File: src/rtl/mips_cpu_muldiv_if.sv
// Request/result bundle between execute control and the HI/LO multiply/divide unit.
interface mips_cpu_muldiv_if;
  logic        start;
  logic [2:0]  op;
  logic [31:0] a;
  logic [31:0] b;
  logic        busy;
  logic        done;
  logic [31:0] hi;
  logic [31:0] lo;

  modport master (output start, op, a, b, input busy, done, hi, lo);
  modport slave  (input start, op, a, b, output busy, done, hi, lo);
endinterface

File: src/rtl/mips_cpu_muldiv.sv
// MIPS-I multiply/divide unit: 32-step shift-add / restoring divide with HI/LO.
// Optional MIPS_CPU_MULDIV_FAST_MULT_EN: single-cycle multiply, divide unchanged.
module mips_cpu_muldiv (
  input  logic               clk,
  input  logic               reset,
  mips_cpu_muldiv_if.slave   bus
);
  localparam logic [2:0] OP_MULT  = 3'b000;
  localparam logic [2:0] OP_MULTU = 3'b001;
  localparam logic [2:0] OP_DIV   = 3'b010;
  localparam logic [2:0] OP_DIVU  = 3'b011;
  localparam logic [2:0] OP_MTHI  = 3'b100;
  localparam logic [2:0] OP_MTLO  = 3'b101;

  typedef enum logic [1:0] {IDLE, MUL, DIV, FIX} state_t;

  state_t      state;
  logic        busy, done;
  logic [31:0] hi, lo;
  logic [4:0]  cnt;
  // MUL: {partial sum, remaining multiplier}; DIV: {remainder, dividend/quotient}
  logic [63:0] acc;
  logic [31:0] mcand;
  logic [31:0] a_raw;
  logic        is_div, b_zero, neg_res, neg_rem;

  logic        signed_op;
  logic [31:0] abs_a, abs_b;
  logic [32:0] mul_sum;
  logic [63:0] mul_next;
  logic [32:0] div_sh;
  logic        div_ge;
  logic [31:0] div_rem;
  logic [63:0] div_next;
  logic [63:0] prod_fix;
  logic [31:0] q_fix, r_fix;

  always_comb begin
    signed_op = (bus.op == OP_MULT) || (bus.op == OP_DIV);
    abs_a     = (signed_op && bus.a[31]) ? (~bus.a + 32'd1) : bus.a;
    abs_b     = (signed_op && bus.b[31]) ? (~bus.b + 32'd1) : bus.b;
    mul_sum   = {1'b0, acc[63:32]} + (acc[0] ? {1'b0, mcand} : 33'd0);
    mul_next  = {mul_sum, acc[31:1]};
    div_sh    = {acc[63:32], acc[31]};
    div_ge    = div_sh >= {1'b0, mcand};
    // when div_ge the true difference is below 2^32, so the low word is exact
    div_rem   = div_ge ? (div_sh[31:0] - mcand) : div_sh[31:0];
    div_next  = {div_rem, acc[30:0], div_ge};
    prod_fix  = neg_res ? (~acc + 64'd1) : acc;
    q_fix     = neg_res ? (~acc[31:0] + 32'd1) : acc[31:0];
    r_fix     = neg_rem ? (~acc[63:32] + 32'd1) : acc[63:32];
  end

`ifdef MIPS_CPU_MULDIV_FAST_MULT_EN
  logic [63:0] ext_a, ext_b, fast_prod;
  always_comb begin
    ext_a     = signed_op ? {{32{bus.a[31]}}, bus.a} : {32'd0, bus.a};
    ext_b     = signed_op ? {{32{bus.b[31]}}, bus.b} : {32'd0, bus.b};
    fast_prod = ext_a * ext_b;
  end
`endif

  always_ff @(posedge clk) begin
    if (reset) begin
      state   <= IDLE;
      busy    <= 1'b0;
      done    <= 1'b0;
      hi      <= '0;
      lo      <= '0;
      cnt     <= '0;
      acc     <= '0;
      mcand   <= '0;
      a_raw   <= '0;
      is_div  <= 1'b0;
      b_zero  <= 1'b0;
      neg_res <= 1'b0;
      neg_rem <= 1'b0;
    end else begin
      done <= 1'b0;
      unique case (state)
        IDLE: begin
          if (bus.start) begin
            case (bus.op)
`ifdef MIPS_CPU_MULDIV_FAST_MULT_EN
              OP_MULT, OP_MULTU: begin
                hi   <= fast_prod[63:32];
                lo   <= fast_prod[31:0];
                done <= 1'b1;
              end
`else
              OP_MULT, OP_MULTU: begin
                state   <= MUL;
                busy    <= 1'b1;
                cnt     <= '0;
                acc     <= {32'd0, abs_b};
                mcand   <= abs_a;
                is_div  <= 1'b0;
                neg_res <= signed_op && (bus.a[31] ^ bus.b[31]);
                neg_rem <= 1'b0;
              end
`endif
              OP_DIV, OP_DIVU: begin
                state   <= DIV;
                busy    <= 1'b1;
                cnt     <= '0;
                acc     <= {32'd0, abs_a};
                mcand   <= abs_b;
                a_raw   <= bus.a;
                is_div  <= 1'b1;
                b_zero  <= (bus.b == 32'd0);
                neg_res <= signed_op && (bus.a[31] ^ bus.b[31]);
                neg_rem <= signed_op && bus.a[31];
              end
              OP_MTHI: begin
                hi   <= bus.a;
                done <= 1'b1;
              end
              OP_MTLO: begin
                lo   <= bus.a;
                done <= 1'b1;
              end
              default: ;
            endcase
          end
        end
        MUL: begin
          acc <= mul_next;
          cnt <= cnt + 5'd1;
          if (cnt == 5'd31) state <= FIX;
        end
        DIV: begin
          acc <= div_next;
          cnt <= cnt + 5'd1;
          if (cnt == 5'd31) state <= FIX;
        end
        FIX: begin
          if (!is_div) begin
            hi <= prod_fix[63:32];
            lo <= prod_fix[31:0];
          end else if (b_zero) begin
            hi <= a_raw;
            lo <= 32'hFFFF_FFFF;
          end else begin
            hi <= r_fix;
            lo <= q_fix;
          end
          state <= IDLE;
          busy  <= 1'b0;
          done  <= 1'b1;
        end
        default: state <= IDLE;
      endcase
    end
  end

  assign bus.busy = busy;
  assign bus.done = done;
  assign bus.hi   = hi;
  assign bus.lo   = lo;
endmodule

File: src/flat_wrapper.sv
// flat-port wrapper written by rule: the top's interface ports become plain ports
module mips_cpu_muldiv_flat 
  (clk, reset, bus_start, bus_op, bus_a, bus_b, bus_busy, bus_done, bus_hi, bus_lo);
  mips_cpu_muldiv_if bus_i ();
  input  logic clk;
  input  logic reset;
  input wire logic [$bits(bus_i.start)-1:0] bus_start;
  input wire logic [$bits(bus_i.op)-1:0] bus_op;
  input wire logic [$bits(bus_i.a)-1:0] bus_a;
  input wire logic [$bits(bus_i.b)-1:0] bus_b;
  output wire logic [$bits(bus_i.busy)-1:0] bus_busy;
  output wire logic [$bits(bus_i.done)-1:0] bus_done;
  output wire logic [$bits(bus_i.hi)-1:0] bus_hi;
  output wire logic [$bits(bus_i.lo)-1:0] bus_lo;
  assign bus_i.start = bus_start;
  assign bus_i.op = bus_op;
  assign bus_i.a = bus_a;
  assign bus_i.b = bus_b;
  assign bus_busy = bus_i.busy;
  assign bus_done = bus_i.done;
  assign bus_hi = bus_i.hi;
  assign bus_lo = bus_i.lo;
  mips_cpu_muldiv u_core (.clk(clk), .reset(reset), .bus(bus_i));
endmodule
File: config.mk
export PLATFORM = sky130hd
export DESIGN_NAME = mips_cpu_muldiv_flat
export DESIGN_NICKNAME = d
export VERILOG_FILES = /design/src/rtl/mips_cpu_muldiv_if.sv /design/src/rtl/mips_cpu_muldiv.sv /design/src/flat_wrapper.sv
export SDC_FILE = /design/constraint.sdc
export NUM_CORES = 1
export LEC_CHECK = 0
export ABC_AREA = 1
export BUFFER_PORTS_ARGS = -buffer_cell sky130_fd_sc_hd__clkbuf_2
export CAP_MARGIN = 20
export CORE_MARGIN = 3
export CORE_UTILIZATION = 35
export CTS_BUF_LIST = sky130_fd_sc_hd__clkbuf_4 sky130_fd_sc_hd__clkbuf_8 sky130_fd_sc_hd__clkbuf_16
export DETAILED_ROUTE_END_ITERATION = 16
export PLACE_DENSITY = 0.59
export SLEW_MARGIN = 20
export SYNTH_ARGS = -nofsm -noshare
export SYNTH_HDL_FRONTEND = slang
export SYNTH_SLANG_ARGS = --single-unit
File: constraint.sdc
create_clock -name clk -period 5.4 [get_ports clk]
set_clock_uncertainty 0.2 [all_clocks]
set_input_delay 0.27 -clock clk [delete_from_list [all_inputs] [get_ports clk]]
set_output_delay 0.27 -clock clk [all_outputs]
set_load 0.05 [all_outputs]
==> impl_metrics.env <==
export IMPL_cts_resized_gates=0
export IMPL_setup_viol=0
export IMPL_synth_ff_type="dfxtp_1"
export IMPL_die_area_um2=59900
export IMPL_finalMaxSlewViolations=0
export IMPL_crit_type="reg2reg"
export IMPL_layout_common_cells="nand2_1, inv_1, nor2_1"
export IMPL_holdBufCountCts=31
export IMPL_maxSlewHeadroom=0.344
export IMPL_start_util=0.358
export IMPL_wirelength_um=94000
export IMPL_ys_warn_count=0
export IMPL_period_minus_slack_ns=4.08
export IMPL_crit_top_cell="nand2_1"
export IMPL_seq_area_frac_synth=0.206
export IMPL_synth_cell_types=51
export IMPL_crit_path_end_kind="flip-flop"
export IMPL_finalHoldViolCount=0
export IMPL_synth_area_um2=19900
export IMPL_die_w_um=245
export IMPL_synthToLayoutAreaGrowth_pct=12.3
export IMPL_nets=3718
export IMPL_use_met3=0.0548
export IMPL_grt_pass1_wl_um=138000
export IMPL_hp_class="in2reg"
export IMPL_ant_nets=0
export IMPL_diodes=0
export IMPL_grt_overflow=0
export IMPL_tightest_slew_ns=0.983
export IMPL_place_ws_ns=1.32
export IMPL_numCtsBuffers=27
export IMPL_startpoint_type="flip-flop"
export IMPL_fin_area_um2=22400
export IMPL_vias_per_cell=5.57
export IMPL_htree_levels=1
export IMPL_grt_pass1_vias=22076
export IMPL_grt_usage=0.302
export IMPL_layout_commonest_cell="nand2_1"
export IMPL_r2r_start="u_core.acc[39]"
export IMPL_port_buffers=135
export IMPL_syn_area_per_cell_um2=5.69
export IMPL_hold_path_startpoint="reset"
export IMPL_seq_area_um2=4110
export IMPL_path_max_fanout=32
export IMPL_cp_arrival_ns=4.31
export IMPL_max_cap_violations=0
export IMPL_multi_input_area_um2=13500
export IMPL_insertion_delay_ns=0.60
export IMPL_drt_first_pass_iters=6
export IMPL_status="finished, final reports clean"
export IMPL_grtUsageMet1=0.401
export IMPL_dp_hpwl_um=74700
export IMPL_top_usage_layer="met2"
export IMPL_core_rowCount=86
export IMPL_die_height_um=245
export IMPL_clock_path_buffers=3
export IMPL_synth_cells=3502
export IMPL_drc_errors=0
export IMPL_rsz0062_at_grt="no"
export IMPL_post_dp_cell_area_um2=21100
export IMPL_vias=24174
export IMPL_io_pins=136
export IMPL_root_buffer="clkbuf_16"
export IMPL_globalRouteMet2Util=0.482
export IMPL_clk_pin_slew_worst_paths_ns=0.07
export IMPL_finish_utilization=0.401
export IMPL_antenna_found_initial=1
export IMPL_cts_tree="done"
export IMPL_worst_slack_ns=1.32
export IMPL_drive_gt1_frac=0.0921
export IMPL_drt_initial_drc_count=2806
export IMPL_power_density_nw_per_um2=391
export IMPL_synth_seq_cells=205
export IMPL_cp_cell_sequence="ha_1 -> nand2_2 -> inv_2 -> nand2_1 -> nand2_1 -> inv_1 -> nand3_2 -> nand2_2 -> nand2_2 -> nand2_2 -> nand2_2 -> nand2_1 -> nand2_1 -> nand2_1 -> nand2_1 -> nand2_1 -> a21oi_1"
export IMPL_n_fill_cell=6371
export IMPL_coreArea_um2=55700
export IMPL_ir_drop_v=0.000262
export IMPL_cp_slowest_stage_delay_ns=0.64
export IMPL_grt_start_max_net_pins=90
export IMPL_setup_tns_ns=0
export IMPL_slowest_stage="nand2_2"
export IMPL_wire_per_inst_um=21.6
export IMPL_place_congestion=1.04
export IMPL_crit_start="u_core.acc[39]"
export IMPL_required_ns=5.63
export IMPL_post_cts_setup_buffer_count=0
export IMPL_max_freq_mhz=245
export IMPL_syn_nets=3649
export IMPL_synth_edf_count=0
export IMPL_p_leak_nw=10.9
export IMPL_clock_sinks=205
export IMPL_async_reset_ff_frac=0
export IMPL_fin_crit_sh=0.756
-- final timing paths --
kind | end | slack (ns) | cells past startpoint
setup / recovery | u_core.acc[61] | 1.32 | 17
hold / removal | u_core.bus.done | 0.03 | 2
setup reg to reg | u_core.acc[61] | 1.32 | 17
hold reg to reg | u_core.neg_rem | 0.28 | 2
-- worst max-delay path: cells and delay by family (launching register included) --
family,cells,cell delay (ns)
simple gates,13,2.61
flops,1,0.54
compound gates,1,0.07
fa+ha+maj,1,0.37
buf+inv,2,0.10
-- sequential cells by signal (all words and copies together), names as in the netlist --
signal and cells:
u_core.a_raw 32, u_core.bus.hi 32, u_core.neg_res 1, u_core.bus.busy 1
u_core.neg_rem 1, u_core.cnt 5, u_core.acc 64, u_core.mcand 32
u_core.bus.done 1, u_core.b_zero 1, u_core.is_div 1, u_core.state 2
u_core.bus.lo 32
-- per-stage QoR --
step / power [W] / std cells / hold slack (ns)
2_1_floorplan: 0.00514 / 3502 / 0.219
3_3_place_gp: 0.00666 / 4259 / 0.258
3_5_place_dp: 0.00662 / 4259 / 0.260
4_1_cts: 0.00863 / 4340 / 0.00289
5_1_grt: 0.00923 / 4340 / 0.0315
6_report: 0.00875 / 4340 / 0.0279
-- power breakdown --
group | internal, W | leakage (nW) | switching, W
Sequential | 0.00172 | 1.67 | 0.000238
Clock | 0.00116 | 0.468 | 0.000832
Combinational | 0.00124 | 8.76 | 0.00356
-- final cells by class --
type                    instances  area share
multi-input cells            2709       0.605
flip-flops and latches        205       0.183
inverters                     433      0.0727
repair buffers                195      0.0539
well taps                     748      0.0418
clock buffers                  33      0.0339
clock inverters                17     0.00939
-- layer usage --
| metal | share of wire | wire length, um |
|---|---|---|
| met1 | 0.41 | 38800 |
| met2 | 0.44 | 41600 |
| met3 | 0.093 | 8770 |
| met4 | 0.050 | 4740 |
| met5 | 0.00014 | 13 |
-- Yosys cell counts, drive strengths merged (5+ instances only) --
cell type,number,area (um^2)
a21o,5,37.5
a21oi,324,1700
a22oi,31,233
a31oi,10,62.6
and2,6,37.5
buf,48,293
clkbuf,107,402
dfxtp,205,4100
ha,75,938
inv,431,1620
nand2,958,3640
nand3,310,1650
nand3b,12,90.1
nand4,37,231
nor2,409,1630
nor3,51,277
o211ai,54,405
o21a,7,52.6
o21ai,274,1380
o21bai,8,60.1
o22ai,32,200
o31ai,12,90.1
or2,12,75.1
xnor2,19,166
xor2,51,447
-- cell families after synthesis --
| logic type | Yosys count | share of synthesized area |
|---|---|---|
| simple gates | 1799 | 0.384 |
| buf+inv | 588 | 0.116 |
| flops | 205 | 0.206 |
| compound gates | 763 | 0.214 |
| fa+ha+maj | 77 | 0.0491 |
| xor+xnor | 70 | 0.0308 |
Power figures use the tool's default switching activity.
